--- src/rtl/memory_access_unit_pkg.sv ---
// rtl/memory_access_unit_pkg.sv - shared encodings for the memory access unit
`ifndef MEMORY_ADDR_SEL_W
`define MEMORY_ADDR_SEL_W 1
`define MEMORY_ADDR_SEL_LOAD 1'b0
`define MEMORY_ADDR_SEL_STORE 1'b1
`endif

package memory_access_unit_pkg;

    localparam logic [`MEMORY_ADDR_SEL_W-1:0] SEL_LOAD  = `MEMORY_ADDR_SEL_LOAD;
    localparam logic [`MEMORY_ADDR_SEL_W-1:0] SEL_STORE = `MEMORY_ADDR_SEL_STORE;

    localparam logic [1:0] MEM_SIZE_B = 2'd0;
    localparam logic [1:0] MEM_SIZE_H = 2'd1;
    localparam logic [1:0] MEM_SIZE_W = 2'd2;

    typedef enum logic [2:0] {
        ST_IDLE    = 3'd0,
        ST_REQ_LO  = 3'd1,
        ST_WAIT_LO = 3'd2,
        ST_REQ_HI  = 3'd3,
        ST_WAIT_HI = 3'd4,
        ST_RESP    = 3'd5
    } mau_state_e;

endpackage

--- src/rtl/mem_lane_align.sv ---
// rtl/mem_lane_align.sv - byte-lane shifting for stores and merge/extension for loads
module mem_lane_align
    import memory_access_unit_pkg::*;
#(
    parameter int DATA_W = 32
) (
    input  logic [$clog2(DATA_W/8)-1:0] off,
    input  logic [1:0]                  size,
    input  logic                        zero_ext,
    input  logic [DATA_W-1:0]           wdata,
    input  logic [DATA_W-1:0]           lo_rdata,
    input  logic [DATA_W-1:0]           hi_rdata,
    output logic [DATA_W/8-1:0]         be_lo,
    output logic [DATA_W/8-1:0]         be_hi,
    output logic [DATA_W-1:0]           wdata_lo,
    output logic [DATA_W-1:0]           wdata_hi,
    output logic [DATA_W-1:0]           load_data
);

    localparam int BYTES = DATA_W / 8;

    logic [BYTES-1:0]    nmask;
    logic [2*BYTES-1:0]  be_ext;
    logic [2*DATA_W-1:0] wd_ext;
    logic [DATA_W-1:0]   rd_sh;
    logic [DATA_W-1:0]   dmask;
    logic                sign;

    always_comb begin
        nmask = '0;
        case (size)
            MEM_SIZE_B: nmask = BYTES'(1);
            MEM_SIZE_H: nmask = BYTES'(3);
            MEM_SIZE_W: nmask = BYTES'(15);
            default:    nmask = '0;
        endcase
    end

    // Shifting into a double-width vector yields the LO lanes in the low half
    // and the bytes that spill into the next bus word in the high half.
    assign be_ext   = {{BYTES{1'b0}}, nmask} << off;
    assign be_lo    = be_ext[BYTES-1:0];
    assign be_hi    = be_ext[2*BYTES-1:BYTES];
    assign wd_ext   = {{DATA_W{1'b0}}, wdata} << {off, 3'b000};
    assign wdata_lo = wd_ext[DATA_W-1:0];
    assign wdata_hi = wd_ext[2*DATA_W-1:DATA_W];

    assign rd_sh = DATA_W'({hi_rdata, lo_rdata} >> {off, 3'b000});

    always_comb begin
        dmask = '0;
        for (int i = 0; i < BYTES; i++) begin
            dmask[8*i +: 8] = {8{nmask[i]}};
        end
        sign = 1'b0;
        case (size)
            MEM_SIZE_B: sign = rd_sh[7];
            MEM_SIZE_H: sign = rd_sh[15];
            MEM_SIZE_W: sign = rd_sh[31];
            default:    sign = 1'b0;
        endcase
        load_data = (rd_sh & dmask) | ((sign && !zero_ext) ? ~dmask : '0);
    end

endmodule

--- src/rtl/memory_access_unit.sv ---
// rtl/memory_access_unit.sv - load/store front end: address generation, split bus access, load merge
module memory_access_unit
    import memory_access_unit_pkg::*;
#(
    parameter int DATA_W   = 32,
    parameter int ADDR_W   = 32,
    parameter int IMM_W    = 32,
    parameter int SPLIT_EN = 1
) (
    input  logic                          clk,
    input  logic                          rst,
    input  logic                          req_valid,
    output logic                          req_ready,
    input  logic [`MEMORY_ADDR_SEL_W-1:0] req_sel,
    input  logic [1:0]                    req_size,
    input  logic                          req_unsigned,
    input  logic [DATA_W-1:0]             req_rdata1,
    input  logic [IMM_W-1:0]              req_imm_i,
    input  logic [IMM_W-1:0]              req_imm_s,
    input  logic [DATA_W-1:0]             req_wdata,
    output logic                          mem_req,
    output logic                          mem_we,
    output logic [ADDR_W-1:0]             mem_addr,
    output logic [DATA_W/8-1:0]           mem_be,
    output logic [DATA_W-1:0]             mem_wdata,
    input  logic                          mem_gnt,
    input  logic                          mem_rvalid,
    input  logic [DATA_W-1:0]             mem_rdata,
    output logic                          resp_valid,
    output logic [DATA_W-1:0]             resp_rdata,
    output logic                          resp_err,
    output logic [ADDR_W-1:0]             resp_addr
);

    localparam int BYTES = DATA_W / 8;
    localparam int OFF_W = $clog2(BYTES);

    mau_state_e state, state_n;

    logic              accept;
    logic [IMM_W-1:0]  imm_sel;
    logic [ADDR_W-1:0] imm_x, base_x, ea_d;
    logic [7:0]        span_d;
    logic              cross_d, err_d;

    logic [ADDR_W-1:0] ea_q, ea_n, ea_al_n;
    logic [1:0]        size_q, size_n;
    logic              zext_q, zext_n, store_q, store_n;
    logic              cross_q, cross_n, err_q, err_n;
    logic [DATA_W-1:0] wdata_q, wdata_n, lo_q, lo_n, hi_q, hi_n;

    logic              req_lo_n, req_hi_n, resp_n;
    logic [BYTES-1:0]  be_lo, be_hi;
    logic [DATA_W-1:0] wd_lo, wd_hi, load_data;

    assign req_ready = (state == ST_IDLE);
    assign accept    = req_valid && req_ready;
    assign imm_sel   = (req_sel == SEL_STORE) ? req_imm_s : req_imm_i;

    generate
        if (IMM_W >= ADDR_W) begin : g_imm_trunc
            assign imm_x = imm_sel[ADDR_W-1:0];
        end else begin : g_imm_sext
            assign imm_x = {{(ADDR_W-IMM_W){imm_sel[IMM_W-1]}}, imm_sel};
        end
        if (DATA_W >= ADDR_W) begin : g_base_trunc
            assign base_x = req_rdata1[ADDR_W-1:0];
        end else begin : g_base_zext
            assign base_x = {{(ADDR_W-DATA_W){1'b0}}, req_rdata1};
        end
    endgenerate

    assign ea_d    = base_x + imm_x;
    assign span_d  = 8'(ea_d[OFF_W-1:0]) + (8'd1 << req_size);
    assign cross_d = span_d > 8'(BYTES);
    assign err_d   = (req_size == 2'd3) || (cross_d && (SPLIT_EN == 0));

    // Context as it will be next cycle, so registered outputs line up with state_n.
    always_comb begin
        ea_n    = ea_q;
        size_n  = size_q;
        zext_n  = zext_q;
        store_n = store_q;
        cross_n = cross_q;
        err_n   = err_q;
        wdata_n = wdata_q;
        lo_n    = lo_q;
        hi_n    = hi_q;
        if (accept) begin
            ea_n    = ea_d;
            size_n  = req_size;
            zext_n  = req_unsigned;
            store_n = (req_sel == SEL_STORE);
            cross_n = cross_d;
            err_n   = err_d;
            wdata_n = req_wdata;
        end
        if (state == ST_WAIT_LO && mem_rvalid) lo_n = mem_rdata;
        if (state == ST_WAIT_HI && mem_rvalid) hi_n = mem_rdata;
    end

    always_comb begin
        state_n = state;
        case (state)
            ST_IDLE:    if (req_valid) state_n = err_d ? ST_RESP : ST_REQ_LO;
            ST_REQ_LO:  if (mem_gnt) state_n = store_q ? (cross_q ? ST_REQ_HI : ST_RESP) : ST_WAIT_LO;
            ST_WAIT_LO: if (mem_rvalid) state_n = cross_q ? ST_REQ_HI : ST_RESP;
            ST_REQ_HI:  if (mem_gnt) state_n = store_q ? ST_RESP : ST_WAIT_HI;
            ST_WAIT_HI: if (mem_rvalid) state_n = ST_RESP;
            ST_RESP:    state_n = ST_IDLE;
            default:    state_n = ST_IDLE;
        endcase
    end

    always_ff @(posedge clk or posedge rst) begin
        if (rst) state <= ST_IDLE;
        else     state <= state_n;
    end

    assign req_lo_n = (state_n == ST_REQ_LO);
    assign req_hi_n = (state_n == ST_REQ_HI);
    assign resp_n   = (state_n == ST_RESP);
    assign ea_al_n  = {ea_n[ADDR_W-1:OFF_W], {OFF_W{1'b0}}};

    mem_lane_align #(
        .DATA_W(DATA_W)
    ) u_lane (
        .off      (ea_n[OFF_W-1:0]),
        .size     (size_n),
        .zero_ext (zext_n),
        .wdata    (wdata_n),
        .lo_rdata (lo_n),
        .hi_rdata (hi_n),
        .be_lo    (be_lo),
        .be_hi    (be_hi),
        .wdata_lo (wd_lo),
        .wdata_hi (wd_hi),
        .load_data(load_data)
    );

    always_ff @(posedge clk or posedge rst) begin
        if (rst) begin
            ea_q       <= '0;
            size_q     <= '0;
            zext_q     <= 1'b0;
            store_q    <= 1'b0;
            cross_q    <= 1'b0;
            err_q      <= 1'b0;
            wdata_q    <= '0;
            lo_q       <= '0;
            hi_q       <= '0;
            mem_req    <= 1'b0;
            mem_we     <= 1'b0;
            mem_addr   <= '0;
            mem_be     <= '0;
            mem_wdata  <= '0;
            resp_valid <= 1'b0;
            resp_err   <= 1'b0;
            resp_rdata <= '0;
            resp_addr  <= '0;
        end else begin
            ea_q       <= ea_n;
            size_q     <= size_n;
            zext_q     <= zext_n;
            store_q    <= store_n;
            cross_q    <= cross_n;
            err_q      <= err_n;
            wdata_q    <= wdata_n;
            lo_q       <= lo_n;
            hi_q       <= hi_n;
            mem_req    <= req_lo_n || req_hi_n;
            mem_we     <= (req_lo_n || req_hi_n) && store_n;
            if (req_lo_n)      mem_addr <= ea_al_n;
            else if (req_hi_n) mem_addr <= ea_al_n + ADDR_W'(BYTES);
            mem_be     <= req_lo_n ? be_lo : (req_hi_n ? be_hi : '0);
            mem_wdata  <= (req_lo_n && store_n) ? wd_lo : ((req_hi_n && store_n) ? wd_hi : '0);
            resp_valid <= resp_n;
            resp_err   <= resp_n && err_n;
            resp_rdata <= (resp_n && !store_n && !err_n) ? load_data : '0;
            resp_addr  <= ea_n;
        end
    end

endmodule

--- config.mk ---
export PLATFORM = sky130hd
export DESIGN_NAME = memory_access_unit
export DESIGN_NICKNAME = d
export VERILOG_FILES = /design/src/rtl/memory_access_unit_pkg.sv /design/src/rtl/mem_lane_align.sv /design/src/rtl/memory_access_unit.sv
export SDC_FILE = /design/constraint.sdc
export NUM_CORES = 1
export LEC_CHECK = 0
export ABC_AREA = 1
export BUFFER_PORTS_ARGS = -buffer_cell sky130_fd_sc_hd__buf_2
export CAP_MARGIN = 25
export CORE_AREA = 5 5 200 202
export DETAILED_ROUTE_END_ITERATION = 12
export DIE_AREA = 0 0 205 207
export MAX_ROUTING_LAYER = met4
export PLACE_DENSITY_LB_ADDON = 0.12
export SETUP_SLACK_MARGIN = 0.3
export SLEW_MARGIN = 20
export SYNTH_ARGS = -nofsm -noshare
export SYNTH_HDL_FRONTEND = slang
export SYNTH_HIERARCHICAL = 1
export SYNTH_SLANG_ARGS = --single-unit
export TNS_END_PERCENT = 10
--- constraint.sdc ---
create_clock -name clk -period 7.6 [get_ports clk]
set_input_delay 0.38 -clock clk [delete_from_list [all_inputs] [get_ports clk]]
set_output_delay 0.38 -clock clk [all_outputs]
set_load 0.01 [all_outputs]
==> out/qor.yml <==
h-tree-depth: 1
crit_type: "register to register"
worst_setup_path_start_kind: "register"
layout.nets: 2657
core_um2: 38100
critPathMaxStageDelay_ps: 710
cts_buffers: 27
cts_setup_buffers: 0
crit_chain: "inv_2 -> nand2_4 -> nor2_8 -> inv_2 -> buf_4 -> nand2_1 -> o21ai_4 -> clkinv_2 -> nand3_1 -> nand3_1 -> nand3_2 -> nand3_1 -> nand2_1 -> inv_1 -> nor2_1"
synth.avg_cell_area_um2: 6.69
min_period_ps: 3890
cp_num_buf_inv: 5
cap_viol_max_count: 0
io_pins: 306
ctsRootBufferMaster: "clkbuf_16"
crit_arrival_ps: 4370
rr_worst_depth: 15
vias: 14500
clkPwrFrac_pct: 20.1
hold_viol_final: 0
p_per_area_nw_per_um2: 407
die_width_um: 205
report.final.slew_viol_count: 0
fin_tns_setup_ps: 0
clk_path_buf_depth: 3
clock.fmax_ghz: 0.257
clock-sinks: 231
worstPathMaxFanout: 63
hp-class: "primary input to register"
synthesis.instances: 2196
dpl.cell_count: 2934
timing.critical_path.required_ps: 8080
period_share_pct: 51.2
initial_utilization_pct: 38.5
totalWireLength_um: 49500
r2r_setup_slack_ps: 3710
drive_above_1_share_pct: 17.7
crit_path_end: "resp_rdata[14]"
post-dp-hpwl_um: 37200
post_cts_resized: 0
worstReg2RegEnd: "resp_rdata[14]"
critPathSlowestCell: "clkinv_2"
firstDrtPassIters: 5
worst_r2r_startpoint: "state[2]"
place_ws_ps: 2980
clkTransAtPathRegs_ps: 60
num_rows: 72
rsz0062_at_grt: "no"
dieArea_um2: 42400
grt.overflow.total: 0
timing.critical_path.from: "state[2]"
grt_pass1_vias: 14200
fin_area_um2: 17600
status: "complete, no violations"
final.fill_count: 4047
worst_pin_slew_ps: 1010
fin_hold_ws_ps: 61.9
cts_tree: "yes"
io_buffers: 303
max_slew_margin_pct: 32.9
grt_max_degree: 141
yosys_warnings: 6
ir_drop_mv: 0.205
grt_pass1_wl_um: 78800
die_height_um: 207
p_int_mw: 3.75
hp-start: "req_wdata[22]"
pwr-share-comb_pct: 53.1
first_iter_violations: 995
instances_no_fill: 2990
switching_power_mw: 3.40
grt_use_total_pct: 23.7
seqPwrFrac_pct: 26.8
cp.depth: 15
postCtsHoldBufs: 1
end_kind: "register"
dpl_cell_area_um2: 16500
wl_per_cell_um: 16.5
timing.final.ws_setup_ps: 3710
syn-cell-area_um2: 14700
drc: 0
drtAntennaViolNets: 0
p_leak_nw: 10.1
cpMostUsedCell: "nand3_1"
antenna_found_initial: 2
clock-skew-final_ps: 13.7
synthToLayoutAreaGrowth_pct: 19.6
netSwitchingFraction_pct: 47.6
critPathTopFamily: "buffers and inverters"
viasPerCell: 4.84
gp_congestion: 0.918
clkLatencyLatePin_ps: 560
setup_violations: 0
worst min-delay path by stage:
stage                  endpoint  slack (ps)  depth (start not counted)
floorplan           wdata_q[16]         440                          2
global placement        lo_q[1]         450                          2
detailed placement  wdata_q[20]         450                          2
CTS                 wdata_q[22]          40                          3
global route            lo_q[5]          60                          3
finish              wdata_q[22]          60                          3
through the flow:
step	total power [mW]	util, %
final	7.15	46.1
after global routing	7.78	46.1
after CTS	7.16	45.9
after detailed placement	5.69	43.3
after global placement	5.66	43.2
after floorplan	4.54	-
cell type report:
| type | count | area [um2] | area share (%) |
|---|---|---|---|
| Inverter | 251 | 953 | 5.43 |
| Clock inverter | 17 | 260 | 1.48 |
| Timing Repair Buffer | 318 | 1690 | 9.63 |
| Antenna cell | 2 | 5.00 | 0.0285 |
| Multi-Input combinational cell | 1620 | 7490 | 42.7 |
| Clock buffer | 33 | 728 | 4.15 |
| Sequential cell | 231 | 5780 | 32.9 |
| Tap cell | 518 | 648 | 3.69 |
per-layer routing:
layer | global-route usage, % | part of all wire [%] | vias up
met3 | 2.97 | 5.3 | 85
met1 | 30.8 | 43 | 6636
met5 | - | 0 | -
li1 | - | - | 7307
met4 | 7.23 | 3.3 | 0
met2 | 38.9 | 48 | 431
cell usage in the layout (no fill, tap or decap), types with 11 or more instances in the layout:
master	instances
nor3_1	18
nand2_1	937
nand4_1	17
dfrtp_1	231
conb_1	11
a21oi_1	34
inv_1	239
buf_2	303
nand2_2	11
or2_2	12
clkbuf_16	27
nand3_1	176
o21ai_0	112
nor2_1	160
ha_1	37
worst register-to-register path, delay by kind of cell (launching register included):
kind / cells / cell delay, ps
AO/OA/AOI/OAI: 1 / 110
buffers and inverters: 5 / 1650
flip-flops: 1 / 450
AND/OR/NAND/NOR: 9 / 1630
power by group through the flow:
stage | sequential [mW] | combinational (mW) | clock [mW]
finish | 1.92 | 3.79 | 1.44
global route | 1.96 | 4.29 | 1.52
CTS | 1.92 | 3.77 | 1.47
detailed placement | 1.94 | 3.75 | 0
global placement | 1.93 | 3.72 | 0
floorplan | 2.01 | 2.54 | 0
registers in the layout (all words and copies together), names as in the netlist:
signal and cells:
cross_q 1, ea_q 32, err_q 1, hi_q 24
lo_q 32, mem_addr 30, mem_be 4, mem_req 1
mem_wdata 32, mem_we 1, resp_err 1, resp_rdata 32
resp_valid 1, size_q 2, state 3, store_q 1
wdata_q 32, zext_q 1
No activity file was read; power rests on OpenSTA's default activity.
